<file path="src/rtl/subtractor_pkg.sv">
// rtl/subtractor_pkg.sv - shared build defaults for the subtractor pipeline
//
// Purpose: default operand and counter widths used by the subtractor top
//          and its pipeline stage.
// Ports:   none (package).
// Config:  the SUB_SAT_EN macro is consumed in rtl/subtractor.sv.

package subtractor_pkg;

  localparam int DEF_DATA_W = 16;
  localparam int DEF_CNT_W  = 16;

endpackage

</file>
<file path="src/rtl/subtractor_pipe_stage.sv">
// rtl/subtractor_pipe_stage.sv - one valid/ready register slice with load/hold
//
// Purpose: holds one item. It loads when empty or when its content leaves
//          in the same cycle, so a chain of slices runs without bubbles.
// Ports:
//   clk, rst   clock, asynchronous active-high reset
//   up_valid   upstream item present
//   up_ready   slice can take an item this cycle (combinational from dn_ready)
//   up_data    upstream payload
//   dn_valid   slice holds an item
//   dn_ready   downstream takes the held item this cycle
//   dn_data    held payload, stable while dn_valid & ~dn_ready

module subtractor_pipe_stage
  import subtractor_pkg::*;
#(
  parameter int W = DEF_DATA_W
) (
  input  logic         clk,
  input  logic         rst,
  input  logic         up_valid,
  output logic         up_ready,
  input  logic [W-1:0] up_data,
  output logic         dn_valid,
  input  logic         dn_ready,
  output logic [W-1:0] dn_data
);

  // Ready chains combinationally so a full pipe can advance every cycle.
  assign up_ready = ~dn_valid | dn_ready;

  always_ff @(posedge clk or posedge rst) begin
    if (rst) begin
      dn_valid <= 1'b0;
      dn_data  <= '0;
    end else if (up_ready) begin
      dn_valid <= up_valid;
      // Only capture real data so the held payload does not toggle on idles.
      if (up_valid) begin
        dn_data <= up_data;
      end
    end
  end

endmodule

</file>
<file path="src/rtl/subtractor.sv">
// rtl/subtractor.sv - two-stage registered subtractor recovering an adder operand
//
// Purpose: diff = sum - operand, where sum is a (DATA_W+1)-bit adder result.
//          S1 registers the operands, S2 registers the reduced difference.
//          Out-of-range results raise err_o; saturating transfer/error counters.
// Config:  SUB_SAT_EN defined   -> out-of-range diff_o clamps to 0 / all-ones.
//          SUB_SAT_EN undefined -> diff_o is the low DATA_W bits (wraps).
// Ports:
//   clk_i, rst_i   clock, asynchronous active-high reset
//   in_valid_i     sum_i/data_i valid
//   in_ready_o     input transfer when in_valid_i & in_ready_o
//   sum_i          minuend, DATA_W+1 bits
//   data_i         subtrahend, DATA_W bits
//   out_valid_o    diff_o/err_o valid
//   out_ready_i    output transfer when out_valid_o & out_ready_i
//   diff_o         recovered operand
//   err_o          true difference outside [0, 2^DATA_W-1]
//   txn_cnt_o      saturating count of output transfers
//   err_cnt_o      saturating count of output transfers with err_o=1

module subtractor
  import subtractor_pkg::*;
#(
  parameter int DATA_W = DEF_DATA_W,
  parameter int CNT_W  = DEF_CNT_W
) (
  input  logic              clk_i,
  input  logic              rst_i,
  input  logic              in_valid_i,
  output logic              in_ready_o,
  input  logic [DATA_W:0]   sum_i,
  input  logic [DATA_W-1:0] data_i,
  output logic              out_valid_o,
  input  logic              out_ready_i,
  output logic [DATA_W-1:0] diff_o,
  output logic              err_o,
  output logic [CNT_W-1:0]  txn_cnt_o,
  output logic [CNT_W-1:0]  err_cnt_o
);

  localparam int S1_W = 2 * DATA_W + 1;
  localparam int S2_W = DATA_W + 1;

  logic                     s1_valid;
  logic                     s2_ready;
  logic [S1_W-1:0]          s1_q;
  logic [DATA_W:0]          s1_sum;
  logic [DATA_W-1:0]        s1_data;
  logic signed [DATA_W+1:0] d;
  logic                     err_next;
  logic [DATA_W-1:0]        diff_next;
  logic [S2_W-1:0]          s2_q;
  logic                     out_fire;

  function automatic logic [CNT_W-1:0] sat_inc(input logic [CNT_W-1:0] value);
    return (&value) ? value : value + CNT_W'(1);
  endfunction

  subtractor_pipe_stage #(.W(S1_W)) u_s1 (
    .clk      (clk_i),
    .rst      (rst_i),
    .up_valid (in_valid_i),
    .up_ready (in_ready_o),
    .up_data  ({sum_i, data_i}),
    .dn_valid (s1_valid),
    .dn_ready (s2_ready),
    .dn_data  (s1_q)
  );

  assign {s1_sum, s1_data} = s1_q;

  // Two extra bits: the sign, plus the carry-out bit that the sum already has.
  assign d        = {1'b0, s1_sum} - {2'b00, s1_data};
  assign err_next = d[DATA_W+1] | d[DATA_W];

  always_comb begin
    diff_next = d[DATA_W-1:0];
`ifdef SUB_SAT_EN
    if (d[DATA_W+1]) begin
      diff_next = '0;
    end else if (d[DATA_W]) begin
      diff_next = '1;
    end
`endif
  end

  subtractor_pipe_stage #(.W(S2_W)) u_s2 (
    .clk      (clk_i),
    .rst      (rst_i),
    .up_valid (s1_valid),
    .up_ready (s2_ready),
    .up_data  ({err_next, diff_next}),
    .dn_valid (out_valid_o),
    .dn_ready (out_ready_i),
    .dn_data  (s2_q)
  );

  assign {err_o, diff_o} = s2_q;

  assign out_fire = out_valid_o & out_ready_i;

  always_ff @(posedge clk_i or posedge rst_i) begin
    if (rst_i) begin
      txn_cnt_o <= '0;
      err_cnt_o <= '0;
    end else if (out_fire) begin
      txn_cnt_o <= sat_inc(txn_cnt_o);
      if (err_o) begin
        err_cnt_o <= sat_inc(err_cnt_o);
      end
    end
  end

endmodule

</file>
<file path="config.mk">
export PLATFORM = sky130hd
export DESIGN_NAME = subtractor
export DESIGN_NICKNAME = d
export VERILOG_FILES = /design/src/rtl/subtractor_pkg.sv /design/src/rtl/subtractor_pipe_stage.sv /design/src/rtl/subtractor.sv
export SDC_FILE = /design/constraint.sdc
export NUM_CORES = 1
export LEC_CHECK = 0
export CORE_UTILIZATION = 51
export DETAILED_ROUTE_END_ITERATION = 10
export GPL_TIMING_DRIVEN = 1
export PLACE_DENSITY = 0.81
export SLEW_MARGIN = 40
export SYNTH_ARGS = -nofsm -noshare
export SYNTH_HDL_FRONTEND = slang
export SYNTH_SLANG_ARGS = --single-unit
</file>
<file path="constraint.sdc">
create_clock -name clk_i -period 2.9 [get_ports clk_i]
set_input_delay 0.435 -clock clk_i [delete_from_list [all_inputs] [get_ports clk_i]]
set_output_delay 0.435 -clock clk_i [all_outputs]
set_load 0.03 [all_outputs]
</file>
Word level (Yosys, flattened, before mapping)
Index checks and enable logic that the tools add are counted.
{"block": "op_classes", "n_reduce_logical": 6, "bitwise_logic": 8, "add_sub_neg": 3}
{"op": "16-bit by 1-bit adder with 16-bit output (second input constant)", "n": 2}
{"op": "16-bit AND reduction", "n": 2}
{"op": "17-bit by 16-bit subtractor with 18-bit output", "n": 1}
{"op": "2-bit AND reduction", "n": 3}
{"op": "1-bit inverter", "n": 4}
{"op": "1-bit OR", "n": 3}
{"op": "3-bit AND reduction", "n": 1}
{"op": "1-bit bitwise AND", "n": 1}
{"block": "word_totals", "input_bits": 37, "elab_cells": 23, "output_inout_bits": 51, "register_bits": 84}

Longest topological paths before layout
{"block": "depth", "depth_word": 4, "depth_mapped": 9, "depth_no_buf": 9}

Cells and area by module
From an unflattened synthesis, not the netlist that was laid out.
{"block": "hier_totals", "hier_cells": 369, "area_unflattened_um2": 4503.1}
{"module": "subtractor", "area_each_um2": 2336.0, "instances": 1, "cells_each": 255, "seq_area_each_um2": 800.8}
{"module": "subtractor_pipe_stage at u_s1", "area_each_um2": 1431.4, "instances": 1, "cells_each": 74, "seq_area_each_um2": 850.8}
{"module": "subtractor_pipe_stage at u_s2", "area_each_um2": 735.7, "instances": 1, "cells_each": 40, "seq_area_each_um2": 450.4}

Worst setup path before layout
OpenSTA, ideal clock, no wires.
{"block": "synth_timing", "path_kind": "reg2reg", "startpoint": "register u_s2.dn_valid", "endpoint": "register u_s1.dn_data[0]", "required_time_ps": 2775, "path_buffers": 1, "path_stages_with_launch": 5, "setup_ps": 125, "slack_ps": 795, "t_arrival_ps": 1980, "synth_period_minus_slack_ps": 2105, "cell_sequence": "dfrtp_1 > nand3b_1 > nand2_1 > buf_1 > mux2_2"}
{"block": "synth_between", "elab_chain_cells": 4}
{"item": "start: declaration", "line": "subtractor_pipe_stage.sv:24", "text": "output logic dn_valid,"}
{"item": "start signal: assignment", "line": "subtractor_pipe_stage.sv:37", "text": "dn_valid <= up_valid;"}
{"item": "1-bit inverter", "line": "subtractor_pipe_stage.sv:30", "text": "assign up_ready = ~dn_valid | dn_ready;"}
{"item": "1-bit OR (2 in series)", "line": "subtractor_pipe_stage.sv:30"}
{"item": "net in_ready_o", "line": "subtractor.sv:30", "text": "output logic in_ready_o,"}
{"item": "2-bit AND reduction (no line)"}
{"item": "end signal: assignment", "line": "subtractor_pipe_stage.sv:40", "text": "dn_data <= up_data;"}
{"item": "end: declaration", "line": "subtractor_pipe_stage.sv:26", "text": "output logic [W-1:0] dn_data"}
The timed path passes the listed nets, and every way through them passes these cells.
A chain may end at the register's enable or synchronous reset.

Worst setup path in the final report
{"block": "layout_timing", "startpoint": "input port out_ready_i", "endpoint": "output port in_ready_o"}
{"block": "layout_between", "elab_chain_cells": 2}
{"item": "start: declaration", "line": "subtractor.sv:34", "text": "input logic out_ready_i,"}
{"item": "1-bit OR (2 in series)", "line": "subtractor_pipe_stage.sv:30"}
{"item": "end: declaration", "line": "subtractor.sv:30"}
Every way passes these cells.

==> results.ini <==
[sta]
rsz0062_at_grt = false
finalWorstSetupSlack_ns = 0.592
drv_slew = 0
skew_ns = 0.0140
tightest_slew_ns = 0.518
period_share_pct = 79.6
fmax_mhz = 433
fin_crit_ns = 2.31
holdWs_ns = 0.485
fin_setup_tns_ns = 0
setup_violations = 0
hold_viol_final = 0
max_slew_margin_pct = 65.4

[global_routing]
grt_pass1_vias = 3087
grt_max_degree = 85
antenna_found_initial = 0
grt_pass1_wl_mm = 14.4
grt_usage_pct = 21.2
grt_remaining_overflow = 0

[routing]
vias_per_cell = 5.33
drtIter0Drc = 226
wl_met2_mm = 3.99
drc = 0
wl_met1_mm = 3.75
wire_per_inst_um = 14.0
totalWireLength_mm = 8.15
antenna_left = 0
top_layer = met4
met3_length_um = 303
vias = 3096
drt_pass1_iterations = 4

[worst_setup_path]
worst_ep_required_time_ns = 2.47
crit_fanout = 5
critPathKind = primary input to primary output
cp-start-kind = primary input
cp-end-kind = primary output
reg2reg_setup_slack_ns = 0.62
arrival_ns = 1.87

[yosys]
netlist_area_um2 = 4180
postSynthNetCount = 437
postSynthCellCount = 381
synth_edf_count = 0
async_flop_share_pct = 100
avgSynthCellArea_um2 = 11.0
synth-seq-cells = 84
yosysWarnings = 0
synth_ff_type = dfrtp_1
ys_types = 43
ys_seq_area_share_pct = 50.3

[power]
finalPower_mw = 4.33
power_density_nw_per_um2 = 799
power.leakage_nw = 2.42
vdd_drop_max_mv = 0.601

[place]
placed_area_um2 = 5180
port_buffers = 87
place_inst = 565
dp_hpwl_mm = 6.05
gp_congestion = 0.884
post-place-ws_ns = 0.579

[clock_tree]
ctsHoldBuffers = 0
numCtsBuffers = 9
cts.reportedPaths.clkPinSlew_ns = 0.09
cts.path.max_buffers = 2
ctsRootBufferMaster = clkbuf_8
post_cts_buffers = 0
cts_max_level = 3
cts_tree = yes
clk_latency_ns = 0.34
cts_resized = 0
cts_sinks = 84

[cells_and_area]
diodes = 0
fin_area_um2 = 5420
drive_gt1_share_pct = 12.7
final_common_cell = clkdlybuf4s50_1
layout.cells.non_filler = 581
syn_to_final_growth_pct = 29.7
layout_common_cells = clkdlybuf4s50_1, dfrtp_1, nand2_1, mux2_2
nNetsFinal = 530
fill_cells = 598
utilization_pct = 69.4

[run_status]
outcome = complete, no violations

[floorplan]
die_w_um = 92.5
core.rowCount = 32
start_util_pct = 53.5
die_height_um = 92.5
coreArea_um2 = 7810
design.die.area_um2 = 8560
ios = 88

[worst_hold_path]
hp-class = flip-flop to flip-flop

[job]
cap_viol_max_count = 0

-- cell type report --
class	instances	area (um2)	share of cell area [%]
clock buffer	10	128	2.36
clock inverter	6	111	2.06
inverter	21	80.1	1.48
multi-input combinational	268	1960	36.2
sequential	84	2100	38.8
tap	102	128	2.36
timing repair buffer	90	906	16.7
-- synthesized netlist by cell type (all sizes together) (3+ instances only) --
cell type,count,area share [%]
dfrtp,84,50
clkbuf,5,0.45
mux2,35,9.4
nor2,12,1.1
xor2,17,3.6
nand4,7,1.0
xnor2,21,4.4
nor3,10,1.4
nand3,21,2.5
a21oi,15,1.9
and2,4,0.60
o21ai,19,2.3
nor3b,3,0.54
nand2b,7,1.0
and3,9,1.3
a211oi,3,0.54
ha,18,5.4
buf,3,0.33
inv,21,1.9
nand2,38,3.4
a21o,5,0.90
-- where the power goes --
group	switching, mW	internal (mW)
clock network	0.409	0.574
registers	0.224	1.43
logic	0.936	0.753
-- kinds of logic (layout without fill, tap and decap cells) --
kind of cell | after synthesis | after routing | share of synthesized area (%)
compound gates | 59 | 59 | 9.41
flops | 84 | 84 | 50.3
mux | 36 | 36 | 9.68
fa+ha+maj | 19 | 19 | 5.87
simple gates | 116 | 116 | 14.1
xor+xnor | 38 | 38 | 7.97
buf+inv | 29 | 127 | 2.67
-- metal layers --
metal | GRT usage (%) | vias to the layer above
li1 | - | 1517
met1 | 28.7 | 1484
met2 | 34.5 | 83
met3 | 3.12 | 12
met4 | 7.94 | 0
met5 | 0 | -
-- worst max-delay path: stages --
cell	delay, ns
clkdlybuf4s50_1	0.57
nand3b_1	0.18
clkdlybuf4s50_1	0.69
-- flip-flops by register name (all words and copies together), names as in the netlist --
| register | flops |
|---|---|
| txn_cnt_o | 16 |
| err_cnt_o | 16 |
| u_s1.dn_valid | 1 |
| u_s2.dn_valid | 1 |
| u_s2.dn_data | 17 |
| u_s1.dn_data | 33 |
-- worst paths after layout --
kind,from,endpoint,cells past startpoint
worst max-delay path,out_ready_i,in_ready_o,3
worst min-delay path,u_s2.dn_data[0],u_s2.dn_data[0],2
worst max register to register,u_s1.dn_data[0],u_s2.dn_data[16],8
worst min register to register,u_s2.dn_data[0],u_s2.dn_data[0],2
max in group asynchronous,rst_i,u_s1.dn_data[20],3
min in group asynchronous,rst_i,err_cnt_o[3],3
(Power assumes the default switching activity.)
